$ cat config.mk
export PLATFORM = sky130hd
export DESIGN_NAME = sine_lut
export DESIGN_NICKNAME = d
export VERILOG_FILES = /design/src/rtl/sine_lut.sv
export SDC_FILE = /design/constraint.sdc
export NUM_CORES = 1
export LEC_CHECK = 0
export BUFFER_PORTS_ARGS = -buffer_cell sky130_fd_sc_hd__buf_4
export CORE_UTILIZATION = 50
export DETAILED_ROUTE_END_ITERATION = 12
export MAX_ROUTING_LAYER = met4
export PLACE_DENSITY = 0.69
export SYNTH_ARGS = -nofsm -noshare
export SYNTH_HDL_FRONTEND = slang
export SYNTH_SLANG_ARGS = --single-unit
$ cat constraint.sdc
create_clock -name vclk -period 40.8
set_input_delay 8.16 -clock vclk [all_inputs]
set_output_delay 8.16 -clock vclk [all_outputs]
set_load 0.05 [all_outputs]
$ cat src/rtl/sine_lut.sv
// Quarter-wave sine magnitude generator: 129-node table with 6-bit linear interpolation.
// Define SINE_LUT_REG_OUT_EN to register the output (1-cycle latency, async reset to 0).
module sine_lut (
  input  logic        clk,
  input  logic        rst,
  input  logic [12:0] v,
  output logic [15:0] sv
);

  // Builds one table node, round(32767*sin(pi/2*k/128)), from a fixed-point
  // Taylor series in Q60 so the table needs no external generator.
  function automatic logic [15:0] sineEntry(input int k);
    logic [127:0] x;
    logic [127:0] x2;
    logic [127:0] term;
    logic [127:0] sum;
    x    = (128'(k) * 128'h3243F6A8885A308D) >> 8;
    x2   = (x * x) >> 60;
    term = x;
    sum  = x;
    for (int n = 1; n <= 12; n++) begin
      term = (term * x2) >> 60;
      term = term / 128'((2 * n) * (2 * n + 1));
      if (n % 2 == 1) sum = sum - term;
      else            sum = sum + term;
    end
    return 16'((sum * 128'd32767 + (128'd1 << 59)) >> 60);
  endfunction

  logic [15:0] sineTable [0:128];

  for (genvar k = 0; k <= 128; k++) begin : g_table
    localparam logic [15:0] ENTRY = sineEntry(k);
    assign sineTable[k] = ENTRY;
  end

  logic [6:0]  idx;
  logic [5:0]  frac;
  logic [7:0]  idxLo;
  logic [7:0]  idxHi;
  logic [15:0] tabLo;
  logic [15:0] tabHi;
  logic [15:0] tabDiff;
  logic [8:0]  diff;
  logic [14:0] prod;
  logic [15:0] interp;

  assign idx   = v[12:6];
  assign frac  = v[5:0];
  assign idxLo = {1'b0, idx};
  assign idxHi = idxLo + 8'd1;
  assign tabLo = sineTable[idxLo];
  assign tabHi = sineTable[idxHi];

  // Adjacent nodes differ by at most 402, so the slope fits in 9 bits
  // and the product in 15; the sum stays within 32767.
  assign tabDiff = tabHi - tabLo;
  assign diff    = tabDiff[8:0];
  assign prod    = {6'd0, diff} * {9'd0, frac};
  assign interp  = tabLo + {7'd0, prod[14:6]};

`ifdef SINE_LUT_REG_OUT_EN
  logic [15:0] sv_q;
  logic [15:0] sv_d;
  logic        unusedTabDiff;

  assign sv_d          = interp;
  assign unusedTabDiff = &{1'b0, tabDiff[15:9]};

  always_ff @(posedge clk or posedge rst) begin
    if (rst) sv_q <= 16'd0;
    else     sv_q <= sv_d;
  end

  assign sv = sv_q;
`else
  logic unusedInputs;

  assign unusedInputs = &{1'b0, clk, rst, tabDiff[15:9]};
  assign sv           = interp;
`endif

endmodule

### Word level (Yosys, flattened, before mapping)

Memory sizes are Yosys's and may differ from the RTL's.
Index checks and enable logic that the tools add are counted.

| storage, ports and cells | value |
|---|---|
| logic and storage cells | 14 |
| bits of input ports | 15 |
| ROM bits | 8,192 |
| flip-flop bits (word level) | 0 |
| memories kept | 2 |

| operators by class | value |
|---|---|
| order comparisons | 2 |
| add/subtract/negate cells | 3 |
| bitwise operators | 2 |
| mux-type cells | 4 |
| multiply operators | 1 |

Memory list:

| memory | words | bits a word | read ports | clocked after memory_dff | write ports | line | source |
|---|---|---|---|---|---|---|---|
| (name not given) | 256 | 16 | 1 | 0 | 0 | 53 | `assign tabHi = sineTable[idxHi];` |
| (name not given) | 256 | 16 | 1 | 0 | 0 | 52 | `assign tabLo = sineTable[idxLo];` |

Operators with widths:

| kind | count |
|---|---|
| 16-bit two-way mux | 2 |
| 9-bit >= comparator, second input constant | 2 |
| 9-bit two-way mux | 2 |
| 16-bit by 9-bit adder with 16-bit output | 1 |
| 9-bit by 6-bit multiplier with 15-bit output | 1 |
| 7-bit NOT with 9-bit output | 1 |
| 8-bit NOT with 9-bit output | 1 |
| 9-bit subtractor | 1 |
| 7-bit by 1-bit adder with 8-bit output, second input constant | 1 |

### Longest topological paths before layout

| logic depth | value |
|---|---|
| word-level depth | 8 |
| mapped depth | 44 |
| mapped depth without buffers | 40 |

### Worst setup path after synthesis

No wires, ideal clock.

| path | value |
|---|---|
| path kind | input-to-output |
| from | in v[6] |
| to | out sv[10] |
| required time | 32,640 ps |
| setup slack | 15,185 ps |
| arrival | 17,455 ps |
| path buffers | 5 |
| stages on the path | 40 |
| cell sequence | ha_1 > clkbuf_1 > inv_1 > ha_1 > clkbuf_1 > buf_2 > buf_2 > clkbuf_1 > a21oi_1 > a311oi_1 > o21ai_0 > o211ai_1 > o211ai_1 > ha_1 > nor2b_1 > o21ai_0 > a21boi_0 > o21ai_0 > (+4 left out) > inv_1 > fa_1 > inv_1 > fa_1 > inv_1 > ha_1 > a21o_1 > a21o_1 > a21oi_1 > o31ai_1 > a41o_1 > a21oi_1 > xnor2_1 > ha_1 > a2111o_1 > o31ai_1 > nor2_1 > xnor2_1 |

| between the ends | value |
|---|---|
| cells in the longest elaborated chain, start to end | 8 |
| elaborated cells on any way between the ends | 12 |
| classes of those cells | add/sub: 3; mul: 1; mux: 4; bitwise: 2; memory: 2 |

Ends and longest elaborated chain:

| what | line | source |
|---|---|---|
| from (decl) | 6 | `input logic [12:0] v,` |
| 7-bit by 1-bit adder with 8-bit output | 51 | `assign idxHi = idxLo + 8'd1;` |
| 8-bit NOT with 9-bit output (implied by the code) | 53 |  |
| memory 256 x 16 bit | - |  |
| 9-bit two-way mux (implied by the code) (2 in a row) | 53 |  |
| 9-bit subtractor | 57 | `assign tabDiff = tabHi - tabLo;` |
| 9-bit by 6-bit multiplier with 15-bit output | 59 | `assign prod = {6'd0, diff} * {9'd0, frac};` |
| 16-bit by 9-bit adder with 16-bit output * | 60 | `assign interp = tabLo + {7'd0, prod[14:6]};` |
| to (decl) | 7 | `output logic [15:0] sv` |

Mark *: on every way between the ends. The rest lies on a longest branch, timed or not. The select of a mux whose other input is x is not followed.

### Worst setup path in the final report

| path | value |
|---|---|
| from | in v[6] |
| to | out sv[14] |

Same word-level chain as after synthesis.

==> impl_metrics.json <==
{
  "synth_top_family_by_area": "compound AO/OA/AOI/OAI gates",
  "dieHeight_um": 121,
  "dp_hpwl_um": 16800,
  "setup_tns_ps": 0,
  "regArea_um2": 0,
  "drive_gt1_frac": 0.0872,
  "clkbuf_count": 0,
  "synth_top_area_frac": 0.123,
  "fmax_mhz": 37.1,
  "min_period_ps": 26940,
  "drt-pass1-iter-count": 6,
  "ys_types": 84,
  "antenna_left": 0,
  "synth_area_leaders": "ha_1 (12%), fa_1 (8.6%), a21oi_1 (5.8%)",
  "endpoint_kind": "primary output",
  "tightest_slew_ps": 1020,
  "place_congestion": 0.992,
  "diodes": 0,
  "vias": 7980,
  "dieArea_um2": 14500,
  "hold_depth": 4,
  "status": "finished clean",
  "max-slew-margin-rel": 0.321,
  "slowest_delay_ps": 540,
  "syn_area_per_cell_um2": 6.85,
  "crit_fanout": 64,
  "arrival_ps": 18780,
  "nFillCells": 1371,
  "syn_area_um2": 7020,
  "synth_fa_ha_area_frac": 0.208,
  "start_util": 0.522,
  "grt_pass1_vias": 6982,
  "hold_path.class": "in -> out",
  "yosysSeqAreaShare": 0,
  "drt_iter0_markers": 1313,
  "required_ps": 32640,
  "overflow": 0,
  "num_io_pins": 31,
  "final_nets": 1091,
  "min_from": "v[12]",
  "yosysWarningCount": 0,
  "synth-simple-area-share": 0.236,
  "flops_and_latches": 0,
  "yosysMostFrequentCell": "nand2_1",
  "drv_cap": 0,
  "drcViolationCount": 0,
  "finalCritPeriodShare": 0.660,
  "grt_pass1_wl_um": 38400,
  "finalMaxSlewViolations": 0,
  "crit_type": "in -> out",
  "antenna_found_initial": 0,
  "cts_resized": 0,
  "setup_violations": 0,
  "totalWireLength_um": 24300,
  "gr-usage-all-layers": 0.339,
  "grt_max_degree": 106,
  "slowest_stage": "fa_1",
  "hold_violations": 0,
  "cts_hold_buf": 0,
  "syn_nets": 1140,
  "vias_per_cell": 6.93,
  "synth_compound_area_frac": 0.359,
  "row_count": 42,
  "min_to": "sv[15]",
  "core_area_um2": 13500,
  "rsz0062_at_grt": "no",
  "wire_per_inst_um": 21.1,
  "synth_mux_area_frac": 0.0574,
  "synth_top_area_cell": "ha_1",
  "ys_top_cells_by_count": "nand2_1 (93), a21oi_1 (81), nor2_1 (81)",
  "post_cts_buffers": 0,
  "portBuffers": 29,
  "fp.dieW_um": 121,
  "critPathLaunchType": "input port",
  "synthToLayoutAreaGrowth_pct": 1.69,
  "synth_xor_xnor_area_share": 0.0410,
  "syn_inst": 1026
}
-- critical path: cells and delay by family --
family / cells / cell delay (ps)
and+or+nand+nor: 6 / 1010
buffers and inverters: 9 / 2250
xor gates and xnor gates: 2 / 290
adders and majority gates: 8 / 3030
AOI/OAI and AO/OA: 16 / 3930
-- cell usage in the layout (no fill, tap or decap), types with 8 or more instances in the layout --
master    Yosys  layout
a21o_1       14      14
a21oi_1      81      81
xor2_1       12      12
a31oi_1      18      18
o211ai_1     23      23
nand2b_1     23      23
mux4_2       11      11
inv_1        63      63
o31ai_1      13      13
o221ai_1      9       9
a311oi_1     14      14
nor2b_1      16      16
and3_1        9       9
nor3_1       21      21
buf_4         7      44
ha_1         69      68
nand3_1      28      28
a211oi_1     19      19
mux2i_1      11      11
o22ai_1       8       8
fa_1         30      30
nor2_1       81      81
xnor2_1      19      18
and2_1       30      30
o311ai_0     16      16
nand2_1      93      93
o21ai_0      77      77
-- worst max path at each step --
| stage | start | endpoint | slack, ps | depth (start not counted) |
|---|---|---|---|---|
| after detailed placement | v[6] | sv[14] | 14120 | 41 |
| after global placement | v[6] | sv[14] | 14180 | 41 |
| after CTS | v[6] | sv[14] | 14100 | 41 |
| final | v[6] | sv[14] | 13860 | 41 |
| after floorplan | v[6] | sv[10] | 15190 | 40 |
| after global routing | v[6] | sv[14] | 13220 | 43 |
-- cell families after synthesis --
| group | after synthesis |
|---|---|
| AND/OR/NAND/NOR | 337 |
| AO/OA/AOI/OAI | 371 |
| adder cells (fa/ha/maj) | 99 |
| XOR/XNOR | 32 |
| multiplexers | 26 |
| buffers and inverters | 161 |
-- final cells by class --
| class | instances | area, µm² | share of cell area |
|---|---|---|---|
| multi-input combinational | 865 | 6340 | 0.888 |
| inverter | 66 | 248 | 0.0347 |
| tap | 176 | 220 | 0.0308 |
| timing repair buffer | 44 | 330 | 0.0462 |
-- per-layer routing --
layer,vias to the layer above,GRT usage,wire (µm)
met5,-,-,0
met4,0,0.130,1180
met3,98,0.0618,2940
met2,573,0.497,10300
met1,3637,0.460,9840
li1,3672,-,-
-- metrics by stage --
step                      worst slack (ps)  hold slack (ps)   util  instances  instance area [µm²]
after floorplan                      15190            16780      -       1026                 7020
after global placement               14180            16920  0.531       1151                 7140
after detailed placement             14120            16920  0.531       1151                 7140
after CTS                            14100            16920  0.531       1151                 7140
after global routing                 13220            16970  0.531       1151                 7140
final                                13860            16940  0.531       1151                 7140
Power is not shown: default switching activity piles up to over one toggle a cycle in this logic, so the estimate is an artifact.
